<file path="config.mk">
export PLATFORM = sky130hd
export DESIGN_NAME = vga_text_ctrl
export DESIGN_NICKNAME = d
export VERILOG_FILES = /design/src/rtl/vga_text_ctrl.sv
export SDC_FILE = /design/constraint.sdc
export NUM_CORES = 1
export LEC_CHECK = 0
export CORE_MARGIN = 5
export CORE_UTILIZATION = 52
export CTS_BUF_LIST = sky130_fd_sc_hd__clkbuf_4 sky130_fd_sc_hd__clkbuf_8 sky130_fd_sc_hd__clkbuf_16
export DETAILED_ROUTE_END_ITERATION = 8
export HOLD_SLACK_MARGIN = 0.1
export PLACE_DENSITY = 0.8
export SKIP_CTS_REPAIR_TIMING = 1
export SKIP_LAST_GASP = 1
export SLEW_MARGIN = 20
export SYNTH_ARGS = -nofsm -noshare
export SYNTH_HDL_FRONTEND = slang
export SYNTH_SLANG_ARGS = --single-unit
</file>
<file path="constraint.sdc">
create_clock -name clk25MHz -period 2.7 [get_ports clk25MHz]
set_input_delay 0.54 -clock clk25MHz [delete_from_list [all_inputs] [get_ports clk25MHz]]
set_output_delay 0.54 -clock clk25MHz [all_outputs]
set_load 0.02 [all_outputs]
</file>
<file path="src/rtl/vga_text_ctrl.sv">
// Write-side command sequencer for the 80x40 text display: turns PUTC/PUTN/CLEAR/SETCUR
// commands into character, colour and cursor RAM write strobes.
module vga_text_ctrl #(
  parameter int unsigned COLS   = 80,
  parameter int unsigned ROWS   = 40,
  parameter int unsigned ADDR_W = 12
) (
  input  logic              clk25MHz,
  input  logic              reset,
  input  logic              cmd_valid,
  output logic              cmd_ready,
  input  logic [1:0]        cmd_op,
  input  logic [6:0]        cmd_x,
  input  logic [5:0]        cmd_y,
  input  logic [7:0]        cmd_char,
  input  logic [7:0]        cmd_color,
  output logic              busy,
  output logic              err,
  output logic              wren,
  output logic              wrencolor,
  output logic [ADDR_W-1:0] wraddress,
  output logic [7:0]        wrdata,
  output logic [7:0]        wcolor,
  output logic              wrencursor,
  output logic [1:0]        wcursorAddress,
  output logic [7:0]        wcursor
);

  localparam logic [1:0]        OpPutc   = 2'd0;
  localparam logic [1:0]        OpPutn   = 2'd1;
  localparam logic [1:0]        OpClear  = 2'd2;
  localparam logic [1:0]        OpSetcur = 2'd3;
  localparam logic [6:0]        ColsX    = 7'(COLS);
  localparam logic [6:0]        LastX    = 7'(COLS - 1);
  localparam logic [5:0]        RowsY    = 6'(ROWS);
  localparam logic [5:0]        LastY    = 6'(ROWS - 1);
  localparam logic [ADDR_W-1:0] ColsA    = ADDR_W'(COLS);
  localparam logic [ADDR_W-1:0] LastA    = ADDR_W'(COLS * ROWS - 1);
  localparam logic [ADDR_W-1:0] OneA     = ADDR_W'(1);

  typedef enum logic [2:0] {StIdle, StWr, StClr, StCurX, StCurY} state_e;

  state_e              state_q, state_d;
  logic [6:0]          ptr_x_q, ptr_x_d;
  logic [5:0]          ptr_y_q, ptr_y_d;
  logic [5:0]          cur_y_q, cur_y_d;
  logic                wr_en_q, wr_en_d;
  logic                cur_en_q, cur_en_d;
  logic [1:0]          cur_addr_q, cur_addr_d;
  logic [7:0]          wcursor_q, wcursor_d;
  logic [ADDR_W-1:0]   wraddress_q, wraddress_d;
  logic [7:0]          wrdata_q, wrdata_d;
  logic [7:0]          wcolor_q, wcolor_d;
  logic                err_q, err_d;
  logic                in_range;

  function automatic logic [ADDR_W-1:0] cell_addr(input logic [6:0] x, input logic [5:0] y);
    return ADDR_W'(y) * ColsA + ADDR_W'(x);
  endfunction

  assign cmd_ready = (state_q == StIdle);
  assign busy      = (state_q != StIdle);
  assign in_range  = (cmd_x < ColsX) && (cmd_y < RowsY);

  // Strobes are decoded from the next state so they are high in the cycle after accept.
  always_comb begin
    state_d     = state_q;
    ptr_x_d     = ptr_x_q;
    ptr_y_d     = ptr_y_q;
    cur_y_d     = cur_y_q;
    wr_en_d     = 1'b0;
    cur_en_d    = 1'b0;
    cur_addr_d  = cur_addr_q;
    wcursor_d   = wcursor_q;
    wraddress_d = wraddress_q;
    wrdata_d    = wrdata_q;
    wcolor_d    = wcolor_q;
    err_d       = 1'b0;
    unique case (state_q)
      StIdle: begin
        if (cmd_valid) begin
          unique case (cmd_op)
            OpPutc: begin
              if (in_range) begin
                state_d     = StWr;
                wr_en_d     = 1'b1;
                wraddress_d = cell_addr(cmd_x, cmd_y);
                wrdata_d    = cmd_char;
                wcolor_d    = cmd_color;
              end else begin
                err_d = 1'b1;
              end
            end
            OpPutn: begin
              state_d     = StWr;
              wr_en_d     = 1'b1;
              wraddress_d = cell_addr(ptr_x_q, ptr_y_q);
              wrdata_d    = cmd_char;
              wcolor_d    = cmd_color;
              if (ptr_x_q == LastX) begin
                ptr_x_d = 7'd0;
                ptr_y_d = (ptr_y_q == LastY) ? 6'd0 : ptr_y_q + 6'd1;
              end else begin
                ptr_x_d = ptr_x_q + 7'd1;
              end
            end
            OpClear: begin
              state_d     = StClr;
              wr_en_d     = 1'b1;
              wraddress_d = '0;
              wrdata_d    = cmd_char;
              wcolor_d    = cmd_color;
              ptr_x_d     = 7'd0;
              ptr_y_d     = 6'd0;
            end
            OpSetcur: begin
              if (in_range) begin
                state_d    = StCurX;
                cur_en_d   = 1'b1;
                cur_addr_d = 2'd0;
                wcursor_d  = {1'b0, cmd_x};
                cur_y_d    = cmd_y;
                ptr_x_d    = cmd_x;
                ptr_y_d    = cmd_y;
              end else begin
                err_d = 1'b1;
              end
            end
            default: ;
          endcase
        end
      end
      StWr: state_d = StIdle;
      StClr: begin
        // wraddress doubles as the clear counter; fill data is held in wrdata/wcolor.
        if (wraddress_q == LastA) begin
          state_d = StIdle;
        end else begin
          wr_en_d     = 1'b1;
          wraddress_d = wraddress_q + OneA;
        end
      end
      StCurX: begin
        state_d    = StCurY;
        cur_en_d   = 1'b1;
        cur_addr_d = 2'd1;
        wcursor_d  = {2'b00, cur_y_q};
      end
      StCurY: state_d = StIdle;
      default: state_d = StIdle;
    endcase
  end

  always_ff @(posedge clk25MHz or posedge reset) begin
    if (reset) begin
      state_q     <= StIdle;
      ptr_x_q     <= '0;
      ptr_y_q     <= '0;
      cur_y_q     <= '0;
      wr_en_q     <= 1'b0;
      cur_en_q    <= 1'b0;
      cur_addr_q  <= '0;
      wcursor_q   <= '0;
      wraddress_q <= '0;
      wrdata_q    <= '0;
      wcolor_q    <= '0;
      err_q       <= 1'b0;
    end else begin
      state_q     <= state_d;
      ptr_x_q     <= ptr_x_d;
      ptr_y_q     <= ptr_y_d;
      cur_y_q     <= cur_y_d;
      wr_en_q     <= wr_en_d;
      cur_en_q    <= cur_en_d;
      cur_addr_q  <= cur_addr_d;
      wcursor_q   <= wcursor_d;
      wraddress_q <= wraddress_d;
      wrdata_q    <= wrdata_d;
      wcolor_q    <= wcolor_d;
      err_q       <= err_d;
    end
  end

  assign wren           = wr_en_q;
  assign wrencolor      = wr_en_q;
  assign wrencursor     = cur_en_q;
  assign wcursorAddress = cur_addr_q;
  assign wcursor        = wcursor_q;
  assign wraddress      = wraddress_q;
  assign wrdata         = wrdata_q;
  assign wcolor         = wcolor_q;
  assign err            = err_q;

endmodule

</file>
==> summary.txt, run 1 <==
CP max stage delay -> 440 ps
DP HPWL -> 7980 um
Post-route clock period utilization -> 0.958
Initial antenna violation count -> 0
Detail Route Antenna Nets -> 0
Psw -> 0.000694 W
Clock skew -> 6.01 ps
Leading register cell type out of synthesis -> dfrtp_1
Status -> finished, final reports clean
Cell Int Power -> 0.00155 W
CP Cell Sequence -> clkdlybuf4s50_1, ha_1, fa_2, xor2_1, nand3_1, nor4_2, xnor2_1, o22a_1, a211oi_2
Highest achievable clock rate -> 386 MHz
Detailed Route WL -> 10500 um
Slowest-stage cell, CP -> clkdlybuf4s50_1
Ranking of synthesized cells by area -> dfrtp_1, ha_1, mux2_2
YS warnings -> 0
Worst path required time -> 2950 ps
TritonCTS clock tree -> built
Max rail drop VDD -> 0.370 mV
Yosys reg bits -> 61
Cell variety after synth -> 56
Worst-Margin Slew -> 770 ps
Vias/cell -> 5.81
1st-pass router iterations -> 4
Power density cells -> 430 nW/um2
Syn Std Cell Area -> 3900 um2
Post-route DRC -> 0
Yosys top cell area share -> 0.391
Diode count -> 0
CP startpoint kind -> input port
Synth Instances -> 415
WP data arrival -> 2840 ps
Reg power frac -> 0.452
Fin nets -> 589
Worst Path Max Fanout -> 2
Crit path buf inv count -> 1
Vias -> 3633
Pleak -> 2.34 nW
Worst hold start -> cur_y_q[0]$_DFFE_PP0P_
Fin crit period -> 2590 ps
DIE WIDTH -> 96.6 um
Worst slack at placement -> -497 ps
Crit end category -> flip-flop
Clock sink count -> 61
Max-cap violations -> 0
Core Area -> 7290 um2
Most frequent cells after synthesis -> dfrtp_1, a21oi_1, o21ai_0
Reg2reg start -> ptr_y_q[1]$_DFFE_PP0P_
Initial DRC Count -> 229
Post-synth EDFFs -> 0
Type of the worst min-delay path -> reg -> reg
Fraction of final layout cells sized beyond drive strength 1 -> 0.177
GRT Util Overall -> 0.224
Count of pins over their slew limit -> 0
# fillers -> 542
Placer Congestion -> 0.955
Grt ovf -> 0
Kind of critical path -> in -> reg
Die Span Y -> 96.6 um
Final Hold Vio Count -> 0
CTS Buf Count -> 9
Logic pwr share -> 0.227
Port Buffer Count -> 75
Initial core utilization -> 0.535
Most area-hungry cell type in the Yosys netlist -> dfrtp_1
Asr flop ratio synth -> 1.00
Clk_lat worst skew -> 340 ps
Count leader, synth -> dfrtp_1
Final setup viols -> 0
WHS -> 482 ps
Area Growth Syn to Fin -> 33.7%
FP Rows -> 31
Seq/Total Area, Yosys -> 0.391
Vias in the first global route -> 3526
H-tree depth -> 3
Dpl cell area -> 4990 um2
CP delay by family, top -> adder cells
Die area -> 9330 um2
IO Pins -> 78
Pin count of the biggest net entering global routing -> 39
Fraction of power spent switching nets -> 0.310
First-pass GRT wire length -> 17300 um
Worst Setup SP -> cmd_y[4]
Final Worst Setup Slack -> 112 ps
Clk pwr share -> 0.321
Wire per inst -> 16.8 um
Clk pin slew, worst setup/hold paths -> 70 ps
Cell area after layout -> 5220 um2
Clk root buf -> clkbuf_8
Average cell area after synthesis -> 9.40 um2
Max Buffers Root-to-Sink -> 2
Rel. slew slack -> 0.485
-- cell usage in the layout, fill, tap and decap left out, types with 4 or more instances in the layout --
master / Yosys / layout
clkdlybuf4s50_1: 0 / 71
dfrtp_1: 61 / 61
a21oi_1: 43 / 43
o21ai_0: 38 / 38
buf_4: 3 / 35
ha_1: 30 / 28
nand2_1: 27 / 27
nor2_1: 23 / 23
inv_1: 22 / 21
mux2_2: 21 / 21
nand3_1: 15 / 15
nor3_1: 13 / 13
clkbuf_8: 0 / 9
xnor2_1: 8 / 8
nor2b_1: 8 / 7
and3_1: 7 / 7
mux2i_1: 6 / 6
xor2_1: 6 / 6
a21o_1: 5 / 5
o22ai_1: 4 / 4
o21ai_1: 4 / 4
dlymetal6s2s_1: 0 / 4
-- power groups by stage --
stage,Combinational (W),Clock (W),Sequential [W]
final,0.000510,0.000720,0.00101
after global routing,0.000551,0.000781,0.00102
after CTS,0.000498,0.000728,0.00101
after detailed placement,0.000495,0,0.00103
after global placement,0.000480,0,0.00102
after floorplan,0.000197,0,0.00107
-- layer usage --
| layer | wire length [um] | GRT usage | up-vias |
|---|---|---|---|
| met5 | 0 | 0 | - |
| met4 | 177 | 0.0778 | 0 |
| met3 | 716 | 0.0446 | 14 |
| met2 | 5040 | 0.359 | 156 |
| met1 | 4560 | 0.304 | 1752 |
| li1 | - | - | 1711 |
-- metrics by stage --
| step | setup TNS [ps] | std cells | utilization | power, W |
|---|---|---|---|---|
| final | 0 | 625 | 0.716 | 0.00224 |
| after global routing | -0.721 | 625 | 0.716 | 0.00235 |
| after CTS | -236 | 623 | 0.708 | 0.00224 |
| after detailed placement | -1420 | 607 | 0.685 | 0.00153 |
| after global placement | -900 | 607 | 0.685 | 0.00150 |
| after floorplan | 0 | 416 | - | 0.00127 |
-- registers in the layout (all words and copies together) (netlist names) --
signal	cells
cur_y_q	6
err	1
ptr_x_q	7
ptr_y_q	6
state_q	3
wcolor	8
wcursor	7
wcursorAddress	1
wraddress	12
wrdata	8
wren	1
wrencursor	1
-- final timing paths --
kind,to,slack [ps],cells after the start
worst max-delay path,wraddress[11]$_DFFE_PP0P_,110,9
min in group asynchronous,wraddress[1]$_DFFE_PP0P_,570,2
worst min register to register,wcursor[0]$_DFFE_PP0P_,480,2
worst max register to register,wraddress[11]$_DFFE_PP0P_,140,10
max in group asynchronous,ptr_x_q[5]$_DFFE_PP0P_,1540,3
worst min-delay path,wcursor[0]$_DFFE_PP0P_,480,2
-- kinds of logic after synthesis --
logic type,share of synthesized area
xor gates and xnor gates,0.0314
and+or+nand+nor,0.149
AOI/OAI and AO/OA,0.189
adders and majority gates,0.117
muxes,0.0760
other,0.000961
buffers and inverters,0.0452
DFF,0.391
-- tightest hold or removal path, stage by stage (launching register included) --
cell     delay, ps
dfrtp_1        340
nand2_1         40
o21ai_0         60
-- area by class of cell --
class / instances / area (um2) / share of cell area
clock buffer: 10 / 131 / 0.0252
clock inverter: 6 / 40.0 / 0.00767
inverter: 22 / 82.6 / 0.0158
multi-input combinational: 314 / 2230 / 0.427
sequential: 61 / 1530 / 0.293
tap: 99 / 124 / 0.0237
timing repair buffer: 113 / 1080 / 0.208
Note: power is estimated with default switching activity, not from simulation.
==> run 2: changes to the inputs <==
ABC_CLOCK_PERIOD_IN_PS = 2600   (was not set)
TNS_END_PERCENT = 20   (was not set)
clock period = 2.6 ns   (was 2.7 ns; I/O delays follow)
==> run 2 against run 1 <==
  * The run now ends with negative setup slack left
  * Clock skew up 0.59 ps
  * Critical path depth grew 1
  * Sequential cell count did not move
  * Setup slack worse by 190 ps
  * Power grew 12%
  * Combinational power up 9.2%
  * Sequential share of layout area fell by 0.64 points
  * Largest power group unchanged
  * Highest routed layer unchanged
==> summary.txt, run 2 (same netlist as run 1, synthesis figures left out) <==
Crit path buf inv count -> 1
Setup TNS -> -126 ps
FF-to-FF setup slack -> 80 ps
Dpl cell area -> 5040 um2
Area Growth Syn to Fin -> 36.7%
Met2 Wirelength -> 5440 um
Commonest non-fill, non-tap cells in the layout -> clkdlybuf4s50_1, dfrtp_1, a21oi_1
Port Buffer Count -> 75
CTS Buf Count -> 9
Cell area after layout -> 5330 um2
Max rail drop VDD -> 0.309 mV
GRT Util Overall -> 0.229
Pleak -> 2.38 nW
Initial core utilization -> 0.535
Diode count -> 0
TritonCTS clock tree -> built
Worst-Margin Slew -> 817 ps
Wire per inst -> 17.4 um
Fraction of final layout cells sized beyond drive strength 1 -> 0.195
Clock skew -> 6.60 ps
Kind of critical path -> in -> reg
RSZ-0062 raised after global routing -> true
Fin nets -> 595
Post-layout util -> 0.731
DIE WIDTH -> 96.6 um
Worst Path Max Fanout -> 2
WP data arrival -> 2940 ps
Initial DRC Count -> 269
Core Area -> 7290 um2
Vias in the first global route -> 3585
Hold depth -> 1
Failing checks -> negative setup slack
Overall power -> 0.00251 W
Vias/cell -> 5.75
CP delay by family, top -> compound AO/OA/AOI/OAI gates
Clock sink count -> 61
Pin count of the biggest net entering global routing -> 62
CP max stage delay -> 430 ps
Initial antenna violation count -> 0
Slowest-stage cell, CP -> clkdlybuf4s50_1
Worst hold start -> wcursorAddress[0]$_DFFE_PP0P_
Vias -> 3630
Highest achievable clock rate -> 373 MHz
Crit end category -> flip-flop
Commonest non-fill, non-tap cell in the layout -> clkdlybuf4s50_1
Final Worst Setup Slack -> -78.9 ps
Reg2Reg Depth -> 9
Final Hold Vio Count -> 0
Highest routed metal layer -> met4
Die area -> 9330 um2
FP Rows -> 31
Worst path required time -> 2860 ps
Detail Route Antenna Nets -> 0
IO Pins -> 78
CP startpoint kind -> input port
Type of the worst min-delay path -> reg -> reg
Reg2reg end -> wraddress[10]$_DFFE_PP0P_
Clk_lat worst skew -> 350 ps
DP HPWL -> 8140 um
Metal-1 WL -> 4690 um
Fin crit period -> 2680 ps
Hold EP -> wcursorAddress[0]$_DFFE_PP0P_
Status -> complete, but fails checks
Reg2reg start -> ptr_y_q[3]$_DFFE_PP0P_
Post-route DRC -> 0
1st-pass router iterations -> 5
Clk root buf -> clkbuf_8
Die Span Y -> 96.6 um
CP most frequent cell -> ha_2
Final setup viols -> 3
CP Cell Sequence -> clkdlybuf4s50_1, ha_2, ha_2, fa_2, a21o_1, a21oi_1, xnor2_1, xnor2_2, o22a_1, a211oi_2
Clk pin slew, worst setup/hold paths -> 70 ps
Max FFs per register -> 12
Max Buffers Root-to-Sink -> 2
Met3 wire len -> 661 um
Power density cells -> 470 nW/um2
Grt ovf -> 0
First-pass GRT wire length -> 17600 um
Max-cap violations -> 0
Count of pins over their slew limit -> 0
H-tree depth -> 3
Detailed Route WL -> 11000 um
Rel. slew slack -> 0.454
Placer Congestion -> 0.914
Post-route clock period utilization -> 1.03
## run 2: per-layer routing
layer / vias to the layer above / GRT usage
met2: 167 / 0.380
met1: 1729 / 0.303
met3: 20 / 0.0432
met4: 0 / 0.0713
met5: - / 0
li1: 1714 / -
## run 2: worst max-delay path by stage
stage,depth (start not counted),slack [ps],startpoint,to
6_report,10,-80,cmd_y[0],wraddress[11]$_DFFE_PP0P_
5_1_grt,10,-160,cmd_y[0],wraddress[11]$_DFFE_PP0P_
4_1_cts,10,-280,cmd_y[1],wraddress[11]$_DFFE_PP0P_
3_5_place_dp,10,-570,cmd_y[1],wraddress[11]$_DFFE_PP0P_
3_3_place_gp,10,-440,cmd_y[1],wraddress[11]$_DFFE_PP0P_
2_1_floorplan,9,120,cmd_y[1],wraddress[11]$_DFFE_PP0P_
## run 2: power breakdown
group          internal [W]  leakage [nW]  switching, W
clock network      0.000475        0.0955      0.000424
logic              0.000268          1.50      0.000289
registers          0.000992         0.786     0.0000611
total               0.00174          2.38      0.000774
## run 2: worst register-to-register path: stages, from the launching register on
cell      delay, ps
dfrtp_1         390
buf_4           160
ha_1            310
ha_1            370
a21oi_1         200
a21oi_1         120
or2_2           310
xnor2_1         140
o22a_1          210
a211oi_1        230
## run 2: metrics by stage
step | hold slack (ps) | instances | setup WS [ps]
floorplan | 444 | 416 | 117
global placement | 458 | 613 | -437
detailed placement | 472 | 613 | -565
CTS | 492 | 629 | -284
global route | 513 | 631 | -159
finish | 487 | 631 | -78.9
## run 2: area by class of cell
| class | count | area, um2 |
|---|---|---|
| Timing Repair Buffer | 119 | 1130 |
| Clock buffer | 10 | 138 |
| Multi-Input combinational cell | 314 | 2270 |
| Sequential cell | 61 | 1530 |
| Fill cell | 542 | 1960 |
| Tap cell | 99 | 124 |
| Inverter | 22 | 82.6 |
| Clock inverter | 6 | 70.1 |
